===== src/rtl/instr_fetch_unit_if.sv =====
// Fetch-stage bus bundle: instruction-memory request/ack, decode valid/ready
// with pre-split fields, execute-stage branch redirect and the fetch counter.
// master : fetch unit side (drives Imem_Req/Addr, Instr*, PC_*, Fetch_Count)
// slave  : environment side (memory, decode and execute stages)
interface instr_fetch_unit_if;
  localparam int unsigned XLEN  = 32;
  localparam int unsigned FLD_W = 6;
  localparam int unsigned CNT_W = 16;

  // Instruction memory handshake
  logic             Imem_Req;
  logic [XLEN-1:0]  Imem_Addr;
  logic             Imem_Ack;
  logic [XLEN-1:0]  Imem_Data;

  // Decode-stage handshake and payload
  logic             Instr_Valid;
  logic             Instr_Ready;
  logic [XLEN-1:0]  Instr;
  logic [FLD_W-1:0] Opcode;
  logic [FLD_W-1:0] Funct;
  logic [XLEN-1:0]  PC_Out;
  logic [XLEN-1:0]  PC_Plus4;

  // Execute-stage redirect
  logic             Branch_Taken;
  logic [XLEN-1:0]  Branch_Target;

  // Accepted-instruction counter
  logic [CNT_W-1:0] Fetch_Count;

  modport master (
    output Imem_Req, Imem_Addr,
    input  Imem_Ack, Imem_Data,
    output Instr_Valid,
    input  Instr_Ready,
    output Instr, Opcode, Funct, PC_Out, PC_Plus4,
    input  Branch_Taken, Branch_Target,
    output Fetch_Count
  );

  modport slave (
    input  Imem_Req, Imem_Addr,
    output Imem_Ack, Imem_Data,
    input  Instr_Valid,
    output Instr_Ready,
    input  Instr, Opcode, Funct, PC_Out, PC_Plus4,
    output Branch_Taken, Branch_Target,
    input  Fetch_Count
  );
endinterface


===== src/rtl/instr_fetch_unit.sv =====
// Fetch stage of the lab MIPS control path. Holds the PC, runs a req/ack
// handshake with instruction memory, latches the fetched word into an
// instruction register and offers it to decode via valid/ready. Branch
// redirects from execute either retarget the PC directly or, while a memory
// request is outstanding, are parked until the ack so the old word is dropped.
// Ports:
//   clk      : system clock, rising edge
//   reset    : synchronous active-high reset
//   fetch_if : instr_fetch_unit_if.master (memory, decode, redirect, counter)
module instr_fetch_unit #(
  parameter logic [31:0] RESET_PC = 32'h0000_0000
) (
  input  logic                   clk,
  input  logic                   reset,
  instr_fetch_unit_if.master     fetch_if
);

  localparam int unsigned XLEN  = 32;
  localparam int unsigned CNT_W = 16;

  typedef enum logic [1:0] {
    S_IDLE = 2'd0,
    S_REQ  = 2'd1,
    S_FULL = 2'd2
  } state_e;

  state_e            state_q, state_d;
  logic [XLEN-1:0]   pc_q, pc_d;
  logic [XLEN-1:0]   redirect_pc_q, redirect_pc_d;
  logic              redirect_pend_q, redirect_pend_d;
  logic [XLEN-1:0]   instr_q, instr_d;
  logic [XLEN-1:0]   pc_out_q, pc_out_d;
  logic [CNT_W-1:0]  fetch_cnt_q, fetch_cnt_d;
  logic              req_q, req_d;
  logic              valid_q, valid_d;
  logic [XLEN-1:0]   target_c;

  // Redirect address with the byte-offset bits forced to zero
  assign target_c = fetch_if.Branch_Target & ~XLEN'(3);

  // State register
  always_ff @(posedge clk) begin
    if (reset) begin
      state_q <= S_IDLE;
    end else begin
      state_q <= state_d;
    end
  end

  // Next-state logic; an ack that must be discarded passes through IDLE so
  // memory sees Imem_Req drop before the redirected request
  always_comb begin
    state_d = state_q;
    case (state_q)
      S_IDLE: state_d = S_REQ;
      S_REQ: begin
        if (fetch_if.Imem_Ack) begin
          if (redirect_pend_q || fetch_if.Branch_Taken) begin
            state_d = S_IDLE;
          end else begin
            state_d = S_FULL;
          end
        end
      end
      S_FULL: begin
        if (fetch_if.Instr_Ready || fetch_if.Branch_Taken) begin
          state_d = S_REQ;
        end
      end
      default: state_d = S_IDLE;
    endcase
  end

  // Output and datapath next values
  always_comb begin
    pc_d            = pc_q;
    redirect_pc_d   = redirect_pc_q;
    redirect_pend_d = redirect_pend_q;
    instr_d         = instr_q;
    pc_out_d        = pc_out_q;
    fetch_cnt_d     = fetch_cnt_q;
    case (state_q)
      S_IDLE: begin
        if (fetch_if.Branch_Taken) begin
          pc_d = target_c;
        end
      end
      S_REQ: begin
        if (fetch_if.Imem_Ack) begin
          redirect_pend_d = 1'b0;
          if (fetch_if.Branch_Taken) begin
            // Same-cycle branch is the newest redirect and wins
            pc_d = target_c;
          end else if (redirect_pend_q) begin
            pc_d = redirect_pc_q;
          end else begin
            instr_d  = fetch_if.Imem_Data;
            pc_out_d = pc_q;
            pc_d     = pc_q + XLEN'(4);
          end
        end else if (fetch_if.Branch_Taken) begin
          // PC must stay stable under the outstanding request; park the target
          redirect_pc_d   = target_c;
          redirect_pend_d = 1'b1;
        end
      end
      S_FULL: begin
        if (fetch_if.Instr_Ready) begin
          fetch_cnt_d = fetch_cnt_q + CNT_W'(1);
        end
        if (fetch_if.Branch_Taken) begin
          pc_d = target_c;
        end
      end
      default: ;
    endcase
    req_d   = (state_d == S_REQ);
    valid_d = (state_d == S_FULL);
  end

  // Datapath and registered handshake outputs
  always_ff @(posedge clk) begin
    if (reset) begin
      pc_q            <= RESET_PC & ~XLEN'(3);
      redirect_pc_q   <= '0;
      redirect_pend_q <= 1'b0;
      instr_q         <= '0;
      pc_out_q        <= '0;
      fetch_cnt_q     <= '0;
      req_q           <= 1'b0;
      valid_q         <= 1'b0;
    end else begin
      pc_q            <= pc_d;
      redirect_pc_q   <= redirect_pc_d;
      redirect_pend_q <= redirect_pend_d;
      instr_q         <= instr_d;
      pc_out_q        <= pc_out_d;
      fetch_cnt_q     <= fetch_cnt_d;
      req_q           <= req_d;
      valid_q         <= valid_d;
    end
  end

  assign fetch_if.Imem_Req    = req_q;
  assign fetch_if.Imem_Addr   = pc_q;
  assign fetch_if.Instr_Valid = valid_q;
  assign fetch_if.Instr       = instr_q;
  assign fetch_if.Opcode      = instr_q[31:26];
  assign fetch_if.Funct       = instr_q[5:0];
  assign fetch_if.PC_Out      = pc_out_q;
  assign fetch_if.PC_Plus4    = pc_out_q + XLEN'(4);
  assign fetch_if.Fetch_Count = fetch_cnt_q;

endmodule


===== src/flat_wrapper.sv =====
// flat-port wrapper written by rule: the top's interface ports become plain ports
module instr_fetch_unit_flat 
#(
  parameter logic [31:0] RESET_PC = 32'h0000_0000
)
  (clk, reset, fetch_if_Imem_Req, fetch_if_Imem_Addr, fetch_if_Imem_Ack, fetch_if_Imem_Data, fetch_if_Instr_Valid, fetch_if_Instr_Ready, fetch_if_Instr, fetch_if_Opcode, fetch_if_Funct, fetch_if_PC_Out, fetch_if_PC_Plus4, fetch_if_Branch_Taken, fetch_if_Branch_Target, fetch_if_Fetch_Count);
  instr_fetch_unit_if fetch_if_i ();
  input  logic clk;
  input  logic reset;
  output wire logic [$bits(fetch_if_i.Imem_Req)-1:0] fetch_if_Imem_Req;
  output wire logic [$bits(fetch_if_i.Imem_Addr)-1:0] fetch_if_Imem_Addr;
  input wire logic [$bits(fetch_if_i.Imem_Ack)-1:0] fetch_if_Imem_Ack;
  input wire logic [$bits(fetch_if_i.Imem_Data)-1:0] fetch_if_Imem_Data;
  output wire logic [$bits(fetch_if_i.Instr_Valid)-1:0] fetch_if_Instr_Valid;
  input wire logic [$bits(fetch_if_i.Instr_Ready)-1:0] fetch_if_Instr_Ready;
  output wire logic [$bits(fetch_if_i.Instr)-1:0] fetch_if_Instr;
  output wire logic [$bits(fetch_if_i.Opcode)-1:0] fetch_if_Opcode;
  output wire logic [$bits(fetch_if_i.Funct)-1:0] fetch_if_Funct;
  output wire logic [$bits(fetch_if_i.PC_Out)-1:0] fetch_if_PC_Out;
  output wire logic [$bits(fetch_if_i.PC_Plus4)-1:0] fetch_if_PC_Plus4;
  input wire logic [$bits(fetch_if_i.Branch_Taken)-1:0] fetch_if_Branch_Taken;
  input wire logic [$bits(fetch_if_i.Branch_Target)-1:0] fetch_if_Branch_Target;
  output wire logic [$bits(fetch_if_i.Fetch_Count)-1:0] fetch_if_Fetch_Count;
  assign fetch_if_Imem_Req = fetch_if_i.Imem_Req;
  assign fetch_if_Imem_Addr = fetch_if_i.Imem_Addr;
  assign fetch_if_i.Imem_Ack = fetch_if_Imem_Ack;
  assign fetch_if_i.Imem_Data = fetch_if_Imem_Data;
  assign fetch_if_Instr_Valid = fetch_if_i.Instr_Valid;
  assign fetch_if_i.Instr_Ready = fetch_if_Instr_Ready;
  assign fetch_if_Instr = fetch_if_i.Instr;
  assign fetch_if_Opcode = fetch_if_i.Opcode;
  assign fetch_if_Funct = fetch_if_i.Funct;
  assign fetch_if_PC_Out = fetch_if_i.PC_Out;
  assign fetch_if_PC_Plus4 = fetch_if_i.PC_Plus4;
  assign fetch_if_i.Branch_Taken = fetch_if_Branch_Taken;
  assign fetch_if_i.Branch_Target = fetch_if_Branch_Target;
  assign fetch_if_Fetch_Count = fetch_if_i.Fetch_Count;
  instr_fetch_unit #(.RESET_PC(RESET_PC)) u_core (.clk(clk), .reset(reset), .fetch_if(fetch_if_i));
endmodule

===== config.mk =====
export PLATFORM = sky130hd
export DESIGN_NAME = instr_fetch_unit_flat
export DESIGN_NICKNAME = d
export VERILOG_FILES = /design/src/rtl/instr_fetch_unit_if.sv /design/src/rtl/instr_fetch_unit.sv /design/src/flat_wrapper.sv
export SDC_FILE = /design/constraint.sdc
export NUM_CORES = 1
export LEC_CHECK = 0
export CORE_MARGIN = 2
export CORE_UTILIZATION = 46
export DETAILED_ROUTE_END_ITERATION = 8
export PLACE_DENSITY = 0.79
export SKIP_LAST_GASP = 1
export SLEW_MARGIN = 20
export SYNTH_ARGS = -nofsm -noshare
export SYNTH_HDL_FRONTEND = slang
export SYNTH_SLANG_ARGS = --single-unit

===== constraint.sdc =====
create_clock -name clk -period 2.4 [get_ports clk]
set_input_delay 0.48 -clock clk [delete_from_list [all_inputs] [get_ports clk]]
set_output_delay 0.48 -clock clk [all_outputs]
set_load 0.05 [all_outputs]

==> results.yml, run 1 <==
timing:
  slew_viol_final: 0
  fmax_ghz: 0.394
  finalClockSkew_ps: 8.09
  final_min_period_over_clock_period_pct: 106
  fin_ws_ps: -140
  setup_viol: 14
  rsz0062_at_grt: "yes"
  worst_pin_slew_ps: 595
  relSlewSlack_pct: 60.3
  min_period_ps: 2540
  hold_viol_final: 0
floorplan:
  boundaryPins: 227
  start_util_pct: 47.2
  dieArea_sq_um: 16000
  core_area_sq_um: 14600
  chipHeight_microns: 126
  die_width_microns: 126
  row_count: 44
power_and_ir_drop:
  p_leak_nw: 4.03
  cellPowerDensity_nw_per_um2: 603
  vdd_drop_max_uv: 510
clock_network:
  holdBufCountCts: 0
  cts_tree: "yes"
  h-tree-depth: 4
  cts_buffers: 17
  cts_max_path_buffers: 2
  root_buffer: "clkbuf_16"
  cts_sinks: 143
  clk_latency_ps: 420
  clk_pin_slew_worst_paths_ps: 60
finish:
  stdcell_area_sq_um: 10900
  final_cell_mix: "nand2_1 (231), clkdlybuf4s50_1 (189), a21oi_1 (134), dfxtp_1 (118), buf_4 (69)"
  layout_commonest_cell: "nand2_1"
  areaGrowthSynthToFinish_pct: 57.6
  nFillCells: 1087
  fin_nets: 1210
  layout-drive-gt1-share_pct: 18.8
grt:
  grt_overflow: 0
  grt_pass1_wl_microns: 34700
  grt_max_degree: 81
  first_global_vias: 7020
  antenna_found_initial: 0
  grt.total_usage_pct: 26.3
route:
  final_antenna_net_count: 0
  wl_microns: 21800
  routedWlPerCell_microns: 16.3
  drc: 0
  routed_via_density: 5.53
  drt_pass1_iterations: 5
  vias: 7383
  drt_iter0_markers: 617
synth:
  synth_top_family_by_area: "simple AND/OR/NAND/NOR gates"
  netlist.area_leader.share_pct: 41.6
  synthXorXnorAreaFrac_pct: 6.49
  synth_fa_ha_area_share_pct: 0.545
  synthMuxAreaShare_pct: 0.436
  avgSynthCellArea_sq_um: 7.59
  syn_inst: 907
  async_reset_ff_share_pct: 0
  ys_ff_latch: 143
  synth_simple_gate_area_share_pct: 27.1
  netlist.top_cell.by_area: "dfxtp_1"
  ys_top_cells_by_area: "dfxtp_1 (42%), nand2_1 (13%), a21oi_1 (9.7%)"
  ys_types: 62
  yosysWarnings: 0
  synth_compound_area_share_pct: 17.8
  yosysSeqAreaShare_pct: 41.6
  synth_edf_count: 0
  ys.flop_type: "dfxtp_1"
  synth.cell_area_sq_um: 6890
worst_setup_path:
  start_kind: "flop"
  crit_required_ps: 1920
  crit_path_end_kind: "output pin"
  path_max_fanout: 5
  r2r_slack_ps: 230
  cp.arrival_ps: 2060
  path_class: "reg -> out"
run:
  maxCapViolCount: 0
placement:
  gp_congestion: 0.891
  dp_hpwl_microns: 15000
  io_buffers: 218
  post-place-ws_ps: -26.0
  place_area_sq_um: 9870
status:
  violations: "negative setup slack"
  outcome: "complete, but fails checks"
hold_path:
  hp-class: "reg -> reg"
==> critical path, cell delays in order, from the launching register on <==
cell     delay (ps)
dfxtp_4         340
and4_4          220
nand4_1         170
buf_6           210
nor2_4           90
buf_4           140
nand3_2          90
xnor2_2         220
buf_12          160
==> cells in the mapped netlist, drive strengths merged (4+ instances only) <==
master / n
inv: 7
xor2: 20
xnor2: 31
clkbuf: 56
or2: 4
nand4: 16
o41ai: 6
a211oi: 10
or3: 4
nand3: 37
o21a: 5
nand2: 237
nor2: 42
nand3b: 4
a21oi: 134
o21ai: 23
nor3: 12
a32o: 4
nand2b: 4
o211ai: 7
and4: 10
and3: 14
buf: 26
dfxtp: 143
nor4: 10
==> cell families after synthesis <==
logic type	Yosys count
AO/OA/AOI/OAI	209
other	1
XOR/XNOR	51
flip-flops	143
multiplexers	3
buffers and inverters	89
AND/OR/NAND/NOR	408
adder cells (fa/ha/maj)	3
==> metal layers <==
| layer | wire length (microns) | track usage, % | up-vias |
|---|---|---|---|
| li1 | - | - | 3587 |
| met1 | 8980 | 32.6 | 3429 |
| met2 | 10600 | 44.1 | 316 |
| met3 | 1770 | 7.42 | 51 |
| met4 | 513 | 9.18 | 0 |
| met5 | 0 | 0 | - |
==> final timing paths <==
kind	start	to	cells after the start
max	u_core.fetch_if.PC_Out[11]	fetch_if_PC_Plus4[26]	8
min	u_core.redirect_pc_q[16]	u_core.redirect_pc_q[16]	2
max reg2reg	u_core.fetch_if.Imem_Addr[4]	u_core.fetch_if.Imem_Addr[27]	5
min reg2reg	u_core.redirect_pc_q[16]	u_core.redirect_pc_q[16]	2
==> area by class of cell <==
class	instances	area, sq um	area share [%]
multi-input combinational	680	4020	37.1
timing repair buffer	289	2990	27.6
sequential	143	2930	27.0
clock buffer	21	470	4.33
tap	184	230	2.12
clock inverter	11	185	1.71
inverter	7	26.3	0.242
antenna	1	2.50	0.0230
==> sequential cells by signal, summed over array words and instances, names as in the netlist <==
signal,flops
u_core.fetch_if.Fetch_Count,16
u_core.fetch_if.Imem_Addr,30
u_core.fetch_if.Imem_Req,1
u_core.fetch_if.Instr,32
u_core.fetch_if.Instr_Valid,1
u_core.fetch_if.PC_Out,30
u_core.redirect_pc_q,30
u_core.redirect_pend_q,1
u_core.state_q,2
==> through the flow <==
step | hold WS (ps) | setup TNS [ps] | util, % | power (mW) | cells
2_1_floorplan | 431 | 0 | - | 3.24 | 912
3_3_place_gp | 436 | 0 | 67.7 | 3.68 | 1283
3_5_place_dp | 444 | -26.0 | 67.7 | 3.70 | 1283
4_1_cts | 453 | -1110 | 73.8 | 6.57 | 1329
5_1_grt | 465 | -2600 | 74.4 | 6.76 | 1335
6_report | 451 | -1070 | 74.4 | 6.55 | 1336
==> timing repair <==
item	in CTS	in global routing
endpoints found under the hold margin	0	0
pin swaps	25	18
buffers inserted	14	6
setup endpoints to repair	23	20
gates resized for setup	35	10
==> power breakdown <==
group | internal [mW] | switching (mW) | total (mW)
clock network | 1.92 | 0.968 | 2.89
logic | 0.423 | 0.683 | 1.11
registers | 2.45 | 0.105 | 2.56
(Power assumes the default switching activity.)
==> run 2, diff against run 1 <==
PLACE_DENSITY = 0.8   (was 0.79)
==> run 2 against run 1 <==
  * The flow still finishes with violations (negative setup slack)
  * Power decreased by 4.4%
  * Die area is the same
  * Global-route usage decreased by 0.43 points
  * Maximum frequency shrank 3.7%
  * Final cell count grew 0.52%
  * Combinational power hardly changed
  * Critical path depth fell by 1
  * Largest cell class unchanged
==> results.yml, run 2 (synthesis gave the netlist of run 1 again) <==
placement:
  post-place-ws_ps: 59.5
  io_buffers: 218
  gp_congestion: 0.931
  dp_hpwl_microns: 14600
floorplan:
  chipHeight_microns: 126
  row_count: 44
  boundaryPins: 227
  start_util_pct: 47.2
  die_width_microns: 126
  core_area_sq_um: 14600
  dieArea_sq_um: 16000
route:
  wl_microns: 22100
  routedWlPerCell_microns: 16.5
  drc: 0
  final_antenna_net_count: 0
  vias: 7434
  routed_via_density: 5.54
  drt_iter0_markers: 521
  drt_pass1_iterations: 6
timing:
  fin_ws_ps: -238
  hold_viol_final: 0
  relSlewSlack_pct: 56.2
  final_min_period_over_clock_period_pct: 110
  worst_pin_slew_ps: 657
  min_period_ps: 2640
  slew_viol_final: 0
  rsz0062_at_grt: "yes"
  fmax_ghz: 0.379
  setup_viol: 18
  finalSetupTns_ps: -2490
  timing.hold.ws_ps: 449
  finalClockSkew_ps: 8.76
power_and_ir_drop:
  switching_power_mw: 1.77
  p_clk_share_pct: 41.5
  p_leak_nw: 4.08
  power_frac_seq_pct: 40.9
  p_comb_share_pct: 17.6
  p_int_mw: 4.49
  cellPowerDensity_nw_per_um2: 571
  vdd_drop_max_uv: 481
  p_sw_share_pct: 28.3
hold_path:
  whs_endpoint: "u_core.redirect_pc_q[11]"
  hp-class: "reg -> reg"
  hp-start: "u_core.redirect_pc_q[11]"
  whs_path_depth: 2
status:
  outcome: "complete, but fails checks"
  violations: "negative setup slack"
grt:
  antenna_found_initial: 0
  grt_overflow: 0
  first_global_vias: 6677
  grt_pass1_wl_microns: 34300
  grt.total_usage_pct: 25.9
  grt_max_degree: 63
clock_network:
  cts_sinks: 143
  clk_latency_ps: 420
  h-tree-depth: 4
  holdBufCountCts: 0
  root_buffer: "clkbuf_16"
  cts_buffers: 17
  cts_max_path_buffers: 2
  cts_tree: "yes"
  clk_pin_slew_worst_paths_ps: 60
worst_setup_path:
  reg2reg_depth: 6
  crit_required_ps: 1920
  cpMaxStageDelayCell: "dfxtp_4"
  r2r_slack_ps: 280
  rr_startpoint: "u_core.fetch_if.Imem_Addr[2]"
  cp_top_family: "simple AND/OR/NAND/NOR gates"
  max_stage_delay_ps: 340
  cp_num_buf_inv: 2
  rr_endpoint: "u_core.fetch_if.Imem_Addr[24]"
  path_cells: "and4_1, nand4_1, buf_6, nand3b_1, nor3_4, xor2_4, buf_12"
  path_max_fanout: 3
  path_class: "reg -> out"
  cp.arrival_ps: 2160
  crit_path_end_kind: "output pin"
  start_kind: "flop"
finish:
  layout_commonest_cell: "nand2_1"
  areaGrowthSynthToFinish_pct: 59.3
  antennaDiodeCount: 0
  largest_reg_flops: 32
  final_cell_mix: "nand2_1 (231), clkdlybuf4s50_1 (189), a21oi_1 (134), dfxtp_1 (118), buf_4 (68)"
  layout-drive-gt1-share_pct: 19.2
  fin_nets: 1218
run:
  maxCapViolCount: 0
-- run 2: what timing repair did --
item,CTS,global route
endpoints found under the hold margin,0,0
endpoints found under the setup margin,23,21
resized for setup,36,31
buffers inserted,14,17
pin swaps,28,29
gates cloned,0,0
-- run 2: how the worst max path moves through the flow --
stage | start | slack [ps] | cells after the start | to
finish | u_core.fetch_if.PC_Out[11] | -240 | 7 | fetch_if_PC_Plus4[24]
global placement | fetch_if_Branch_Taken | 90 | 5 | u_core.fetch_if.Imem_Addr[22]
floorplan | u_core.fetch_if.PC_Out[13] | 8 | 4 | fetch_if_PC_Plus4[28]
detailed placement | fetch_if_Branch_Taken | 60 | 5 | u_core.fetch_if.Imem_Addr[22]
CTS | u_core.fetch_if.PC_Out[11] | -170 | 7 | fetch_if_PC_Plus4[24]
global route | u_core.fetch_if.PC_Out[11] | -300 | 7 | fetch_if_PC_Plus4[24]
-- run 2: final cells by class --
type / instances / area (sq um)
sequential: 143 / 2930
fill: 1019 / 3620
inverter: 7 / 26.3
multi-input combinational: 680 / 4100
clock buffer: 18 / 429
timing repair buffer: 297 / 3100
clock inverter: 14 / 149
tap: 184 / 230
-- run 2: power by group through the flow --
| stage | clock network, mW | registers [mW] | logic, mW |
|---|---|---|---|
| global placement | 0 | 2.61 | 1.07 |
| detailed placement | 0 | 2.62 | 1.08 |
| finish | 2.60 | 2.56 | 1.10 |
| CTS | 2.62 | 2.56 | 1.09 |
| global route | 2.73 | 2.57 | 1.16 |
| floorplan | 0 | 2.82 | 0.420 |
-- run 2: worst register-to-register path, cell delays in order (launching register included) --
cell	delay (ps)
dfxtp_1	350
ha_1	220
and4_1	320
nand3_1	360
or3_1	480
a21oi_1	160
o221a_2	190
-- run 2: per-stage QoR --
| stage | std cells | instance area, sq um | utilization, % | total power [mW] |
|---|---|---|---|---|
| 6_report | 1343 | 11000 | 75.2 | 6.26 |
| 5_1_grt | 1343 | 11000 | 75.2 | 6.46 |
| 4_1_cts | 1330 | 10800 | 73.7 | 6.27 |
| 3_5_place_dp | 1284 | 9890 | 67.8 | 3.69 |
| 3_3_place_gp | 1284 | 9890 | 67.8 | 3.68 |
| 2_1_floorplan | 912 | 7190 | - | 3.24 |
-- run 2: routing by layer --
layer	GRT usage, %	routed length [microns]
met1	33.6	9210
met2	42.3	10800
met3	6.24	1660
met4	9.11	474
met5	0	0
==> run 3, diff against run 2 <==
GPL_TIMING_DRIVEN = 0   (was default)
==> run 3 against run 2 <==
  * The run still ends with negative setup slack left
  * Clock power increased by 4%
  * Non-clock buffer count increased by 29
  * Core utilization decreased by 2.8 points
  * Worst hold slack improved by 4.1 ps
  * Sequential share of layout area increased by 1.1 points
  * Sequential power about the same
  * Critical path depth decreased by 1
  * Register-to-register slack got worse by 140 ps
  * Final cell count increased by 2.1%
  * Die area unchanged
  * Design area decreased by 3.7%
  * Wire length increased by 7.3%
  * Highest routed layer unchanged
  * Largest power group unchanged
==> results.yml, run 3 (synthesis gave the netlist of run 1 again) <==
status:
  outcome: "complete, but fails checks"
  violations: "negative setup slack"
route:
  routedWlPerCell_microns: 17.3
  drc: 0
  drt_pass1_iterations: 6
  wl_microns: 23700
  routed_via_density: 5.58
  final_antenna_net_count: 0
  drt_iter0_markers: 837
  vias: 7648
worst_setup_path:
  path_max_fanout: 4
  path_class: "reg -> out"
  max_stage_delay_ps: 340
  cp.arrival_ps: 2150
  path_cells: "and4_4, nand4_1, nor2_2, nand4_1, xnor2_4, buf_6"
  cpMaxStageDelayCell: "dfxtp_4"
  start_kind: "flop"
  crit_required_ps: 1920
  crit_path_end_kind: "output pin"
  cpMostUsedCell: "nand4_1"
  r2r_slack_ps: 140
power_and_ir_drop:
  p_leak_nw: 3.90
  p_int_mw: 4.58
  cellPowerDensity_nw_per_um2: 602
  vdd_drop_max_uv: 363
  p_total_mw: 6.36
  p_comb_share_pct: 17.3
  switching_power_mw: 1.78
  p_clk_share_pct: 42.5
  power_frac_seq_pct: 40.3
  p_sw_share_pct: 28.0
grt:
  antenna_found_initial: 0
  first_global_vias: 7102
  grt_overflow: 0
  grt_pass1_wl_microns: 36700
  grt_use_met3_pct: 7.51
  grt.total_usage_pct: 28.6
  grt_busiest_layer: "met2"
  grt_use_met1_pct: 34.7
  grt_max_degree: 17
  met2_usage_pct: 48.3
finish:
  largest_reg_flops: 32
  antennaDiodeCount: 0
  final_cell_mix: "nand2_1 (234), clkdlybuf4s50_1 (189), a21oi_1 (134), dfxtp_1 (117), clkbuf_1 (56)"
  areaGrowthSynthToFinish_pct: 53.4
  layoutNonFillerInstCount: 1371
  fin_nets: 1247
  layout-drive-gt1-share_pct: 15.8
  layout_commonest_cell: "nand2_1"
floorplan:
  start_util_pct: 47.2
  row_count: 44
  die_width_microns: 126
  dieArea_sq_um: 16000
  boundaryPins: 227
  chipHeight_microns: 126
  core_area_sq_um: 14600
timing:
  slew_viol_final: 0
  fmax_ghz: 0.381
  fin_ws_ps: -227
  min_period_ps: 2630
  hold_viol_final: 0
  worst_pin_slew_ps: 869
  final_min_period_over_clock_period_pct: 109
  finalClockSkew_ps: 7.12
  rsz0062_at_grt: "yes"
  relSlewSlack_pct: 41.5
  setup_viol: 14
hold_path:
  hp-class: "reg -> reg"
clock_network:
  clk_latency_ps: 420
  cts_tree: "yes"
  clk_pin_slew_worst_paths_ps: 60
  h-tree-depth: 4
  cts_max_path_buffers: 2
  holdBufCountCts: 0
  root_buffer: "clkbuf_16"
  cts_buffers: 17
  cts_sinks: 143
placement:
  dp_hpwl_microns: 16700
  gp_congestion: 0.925
  io_buffers: 217
  dpl.cell_count: 1313
run:
  maxCapViolCount: 0
==> run 3: routing by layer <==
metal	up-vias	routed length, microns
met4	0	588
met1	3514	9200
li1	3655	-
met5	-	0
met3	53	2430
met2	426	11500
==> run 3: final timing paths <==
check / from / end / cells past startpoint
min reg2reg: u_core.fetch_if.Instr[15] / u_core.fetch_if.Instr[15] / 2
min: u_core.fetch_if.Instr[15] / u_core.fetch_if.Instr[15] / 2
max reg2reg: u_core.fetch_if.Imem_Addr[14] / u_core.fetch_if.Imem_Addr[27] / 6
max: u_core.fetch_if.PC_Out[19] / fetch_if_PC_Plus4[27] / 6
==> run 3: critical path, delay by kind of cell (launching register included) <==
family	cells	cell delay [ps]
xor gates and xnor gates	1	210
buffers and inverters	1	170
DFF	1	340
and+or+nand+nor	4	990
==> run 3: power groups by stage <==
stage	clock (mW)	sequential, mW	combinational (mW)
final	2.70	2.56	1.10
after global routing	2.83	2.57	1.16
after CTS	2.72	2.55	1.08
after detailed placement	0	2.61	1.07
after global placement	0	2.61	1.06
after floorplan	0	2.82	0.420
==> run 3: area by class of cell <==
type	instances	area [sq um]
buffer	82	408
timing repair buffer	244	2370
clock inverter	5	103
inverter	7	26.3
fill	1206	4030
sequential	143	2940
multi-input combinational	680	3990
tap	184	230
clock buffer	26	499
==> run 3: through the flow <==
step | setup TNS [ps] | hold slack (ps) | utilization, % | setup WS, ps | cell area, sq um
2_1_floorplan | 0 | 431 | - | 7.50 | 7190
3_3_place_gp | -54250 | 438 | 65.8 | -654 | 9590
3_5_place_dp | -34660 | 445 | 65.8 | -636 | 9600
4_1_cts | -1150 | 455 | 71.3 | -255 | 10400
5_1_grt | -3250 | 467 | 72.4 | -325 | 10600
6_report | -1860 | 453 | 72.4 | -227 | 10600
==> run 3: repair_timing <==
item / in CTS / in global routing
pin swaps: 14 / 19
gates resized for setup: 170 / 39
buffers inserted: 18 / 9
setup endpoints to repair: 29 / 47
